File: src/rtl/serial_adder.sv
// serial_adder: bit-serial adder built around one full-adder slice.
// It adds A + B + Cin one bit per clock, least significant bit first.
// Handshake: start is accepted in IDLE or DONE. busy stays high for WIDTH
// cycles. done pulses for one cycle when Sum/Carry take their new value.
// Sum/Carry are updated only on the completion edge and never show partial bits.
module serial_adder #(
  parameter int WIDTH = 8
) (
  input  logic             clk,
  input  logic             rst,
  input  logic             start,
  input  logic [WIDTH-1:0] A,
  input  logic [WIDTH-1:0] B,
  input  logic             Cin,
  output logic             busy,
  output logic             done,
  output logic [WIDTH-1:0] Sum,
  output logic             Carry
);

  // Bit counter only has to reach WIDTH-1; keep at least one bit for WIDTH=1.
  localparam int CW = (WIDTH > 1) ? $clog2(WIDTH) : 1;

  typedef enum logic [1:0] {
    IDLE  = 2'd0,
    SHIFT = 2'd1,
    DONE  = 2'd2
  } state_t;

  state_t           state, state_nxt;
  logic [WIDTH-1:0] a_q, b_q, ps_q;
  logic             c_q;
  logic [CW-1:0]    cnt_q;

  logic             s_bit, c_nxt, last_bit, accept;
  logic [WIDTH-1:0] ps_nxt;

  // Full-adder slice working on the current low bits of the operand registers.
  assign s_bit    = a_q[0] ^ b_q[0] ^ c_q;
  assign c_nxt    = (a_q[0] & b_q[0]) | (c_q & (a_q[0] ^ b_q[0]));
  // The new sum bit enters at the MSB. After WIDTH shifts, bit 0 sits at the LSB.
  assign ps_nxt   = (ps_q >> 1) | (WIDTH'(s_bit) << (WIDTH - 1));
  assign last_bit = (cnt_q == CW'(WIDTH - 1));
  assign accept   = start && ((state == IDLE) || (state == DONE));

  // Status outputs decode the registered state, so start has no combinational path to them.
  assign busy = (state == SHIFT);
  assign done = (state == DONE);

  // State register with synchronous reset.
  always_ff @(posedge clk) begin
    // NOTE: sequential state uses non-blocking assignments, so every flop samples pre-edge values.
    if (rst) state <= IDLE;
    else     state <= state_nxt;
  end

  // Next-state logic. DONE lasts one cycle and can go straight back to SHIFT.
  always_comb begin
    // NOTE: the default comes first, so every path assigns state_nxt and no latch is inferred.
    state_nxt = state;
    unique case (state)
      IDLE:    if (start) state_nxt = SHIFT;
      SHIFT:   if (last_bit) state_nxt = DONE;
      DONE:    state_nxt = start ? SHIFT : IDLE;
      default: state_nxt = IDLE;
    endcase
  end

  // Datapath: capture on accept, one bit per SHIFT cycle, result registered on the last bit.
  always_ff @(posedge clk) begin
    if (rst) begin
      // NOTE: the operand and partial-sum flops are reset too, so nothing stale survives an abort.
      a_q   <= '0;
      b_q   <= '0;
      ps_q  <= '0;
      c_q   <= 1'b0;
      cnt_q <= '0;
      Sum   <= '0;
      Carry <= 1'b0;
    end else if (accept) begin
      a_q   <= A;
      b_q   <= B;
      c_q   <= Cin;
      ps_q  <= '0;
      cnt_q <= '0;
    end else if (state == SHIFT) begin
      a_q   <= a_q >> 1;
      b_q   <= b_q >> 1;
      c_q   <= c_nxt;
      ps_q  <= ps_nxt;
      cnt_q <= cnt_q + 1'b1;
      if (last_bit) begin
        Sum   <= ps_nxt;
        Carry <= c_nxt;
      end
    end
  end

endmodule

File: config.mk
export PLATFORM = sky130hd
export DESIGN_NAME = serial_adder
export DESIGN_NICKNAME = d
export VERILOG_FILES = /design/src/rtl/serial_adder.sv
export SDC_FILE = /design/constraint.sdc
export NUM_CORES = 1
export LEC_CHECK = 0
export ABC_AREA = 1
export ABC_CLOCK_PERIOD_IN_PS = 1900
export BUFFER_PORTS_ARGS = -buffer_cell sky130_fd_sc_hd__buf_2
export CORE_MARGIN = 3
export CORE_UTILIZATION = 58
export CTS_CLUSTER_SIZE = 25
export DETAILED_ROUTE_END_ITERATION = 12
export PLACE_DENSITY_LB_ADDON = 0.08
export SETUP_SLACK_MARGIN = 0.4
export SLEW_MARGIN = 20
export SYNTH_ARGS = -nofsm -noshare
export SYNTH_HDL_FRONTEND = slang
export SYNTH_SLANG_ARGS = --single-unit
File: constraint.sdc
create_clock -name clk -period 1.9 [get_ports clk]
set_input_delay 0.38 -clock clk [delete_from_list [all_inputs] [get_ports clk]]
set_output_delay 0.38 -clock clk [all_outputs]
set_load 0.02 [all_outputs]
==> summary.txt <==
Power and ir drop
  • Leakage: 1.02 nW
  • Pwr Density: 771 nW/um^2
  • Peak VDD IR: 773 uV

Synthesis
  • Most numerous cell in the Yosys netlist: nand2_1
  • Most common flop cell mapped by yosys: dfxtp_1
  • Top-area cell type share of the netlist area: 44.8%
  • Count of flip-flops with a built-in enable after synthesis: 0
  • Register area share after synthesis: 44.8%
  • Post-Syn Instances: 234
  • Syn_area_per_cell: 7.26 um^2
  • Synth Cell Area: 1700 um^2
  • Commonest cells post-synth: nand2_1 (68), dfxtp_1 (38), inv_1 (26), nor2_1 (25), nand3_1 (21)
  • Fraction of registers with async set/reset: 0%
  • Unique masters post-synth: 21
  • Dominant cell type by area after synthesis: dfxtp_1
  • Synthesized Nets: 257
  • Yosys warns: 0
  • Area contributors post-synth: dfxtp_1 (45%), nand2_1 (15%), nand3_1 (6.2%)
  • Seq cells post-synth: 38

Route
  • Antenna Nets Post-Route: 0
  • 1st-iter DRT viols: 68
  • Routed wire length per instance: 11.0 um
  • Total wire length: 3350 um
  • Pre-antenna DRT Iters: 4
  • Via density: 4.90
  • DRC: 0
  • Via Count: 1494

Final layout
  • Final #Nets: 297
  • Area Growth Syn to Fin: 16.4%
  • Ant. Diodes: 0
  • Final Core Density: 75.0%
  • Share of post-route cells with drive strength above 1: 24.0%

Critical path
  • Worst r2r src: state[0]
  • Worst Path Class, Setup: register to primary output
  • R2r worst-path depth: 8
  • Worst setup path end: busy
  • Critical Path RT: 1520 ps
  • Top fanout value on the critical path: 10
  • Type of destination of the critical path: primary output
  • Critical path origin: state[1]
  • R2R Path End: b_q[2]
  • Reg2reg setup slack: 540 ps
  • CP Data Arrival Time: 1060 ps
  • Worst setup SP type: register

Clock network
  • CTS tree: yes
  • TritonCTS Sinks: 38
  • H-tree Lvls: 2
  • Clk_lat worst skew: 340 ps
  • Clk slew on worst S/H paths: 110 ps
  • CTS root buf: clkbuf_4
  • Total CTS buffers: 5
  • Clk buf depth: 2

Timing
  • Max frequency: 693 MHz
  • RSZ-0062 raised after global routing: no
  • Slew headroom: 81.4%
  • Clock Skew: 11.9 ps
  • Tmin final: 1440 ps
  • Final slew viol count: 0
  • Finish-stage setup viols: 0
  • Hold Fails Final Rpt: 0
  • Tcrit/Tclk final: 76.0%
  • TNS Setup: 0 ps
  • Slew at the pin closest to its max-slew limit: 279 ps

Floorplan
  • Die height: 60.1 um
  • # rows: 18
  • Initial cell density of the core: 64.4%
  • Die area: 3610 um^2
  • Die W: 60.1 um
  • Std-Cell Core Area: 2640 um^2
  • I/O pin count: 31

Placed design
  • Routability cong.: 0.767
  • Buffers on Ports: 30
  • Detail Placement HPWL: 2280 um

Min path
  • Hold WC Path Type: input port to register
  • Worst Hold Path Cells: 3

GRT
  • First-pass GRT wire length: 5800 um
  • GRT overflow: 0
  • Largest net degree at the start of global routing: 24
  • Vias in the first global route: 1341
  • Total GRT Usage: 21.3%
  • Initial antenna violation count: 0

Run status
  • Status: finished clean

Job
  • Max Cap Viol: 0
## cells in the final DEF (no fill, tap or decap), types with 2 or more instances in the layout
master    count
dfxtp_1      36
inv_4         2
nand3_2       2
buf_4        13
nand2_1      68
buf_2        29
o21ai_1       6
nand2_4       2
nor2_1       25
nand3_1      21
inv_2         4
o21ai_0       5
ha_1          2
inv_1        26
clkbuf_4      5
a21oi_1      17
## area by class of cell
type / count / area (um^2)
flip-flops and latches: 38 / 766
fillers: 220 / 658
clock buffers: 7 / 55.1
repair buffers: 42 / 243
well taps: 30 / 37.5
inverters: 33 / 136
multi-input cells: 154 / 734
clock inverters: 1 / 5.00
## metal layers
metal | vias to the layer above | GRT usage [%] | wire, um
met3 | 8 | 5.83 | 203
met5 | - | 0 | 0
li1 | 804 | - | -
met2 | 36 | 32.1 | 1470
met1 | 646 | 29.3 | 1630
met4 | 0 | 7.28 | 42
## power by group
group,leakage (nW),switching [mW],internal [mW],total [mW]
Combinational,0.673,0.136,0.0935,0.229
Sequential,0.311,0.0254,0.834,0.860
Clock,0.0353,0.256,0.180,0.435
Total,1.02,0.417,1.11,1.52
## registers in the layout (all words and copies together) (netlist names)
register and flops:
Sum 8, a_q 8, b_q 8, ps_q 7
cnt_q 3, state 2, Carry 1, c_q 1
## how the worst min path moves through the flow
| stage | start | endpoint | slack, ps |
|---|---|---|---|
| 4_1_cts | B[7] | b_q[7] | 260 |
| 2_1_floorplan | ps_q[2] | Sum[1] | 440 |
| 3_5_place_dp | Sum[7] | Sum[7] | 460 |
| 6_report | B[7] | b_q[7] | 270 |
| 5_1_grt | A[7] | a_q[7] | 270 |
| 3_3_place_gp | Sum[5] | Sum[5] | 460 |
## repair_timing
item,CTS,global route
hold buffers,0,0
setup endpoints to repair,2,1
setup buffers,3,6
gates resized for setup,8,1
pin swaps,0,1
## through the flow
| step | hold slack (ps) | total power [mW] | area [um^2] | worst slack, ps | instances |
|---|---|---|---|---|---|
| 6_report | 269 | 1.52 | 1980 | 456 | 305 |
| 3_3_place_gp | 457 | 1.08 | 1820 | 510 | 288 |
| 3_5_place_dp | 458 | 1.08 | 1820 | 473 | 288 |
| 4_1_cts | 264 | 1.52 | 1930 | 407 | 299 |
| 2_1_floorplan | 438 | 1.04 | 1700 | 729 | 234 |
| 5_1_grt | 269 | 1.60 | 1980 | 410 | 305 |
## kinds of logic after synthesis
logic type	Yosys count	share of synthesized area, %
buffers and inverters	42	12.5
XOR/XNOR	1	0.516
adder cells (fa/ha/maj)	3	2.65
AND/OR/NAND/NOR	122	31.3
AO/OA/AOI/OAI	28	8.25
flip-flops	38	44.8
## worst max-delay path: stages (launching register included)
cell,delay (ps)
dfxtp_2,340
inv_4,80
nand2_8,80
inv_8,80
buf_4,140
No activity file was read; power rests on OpenSTA's default activity.
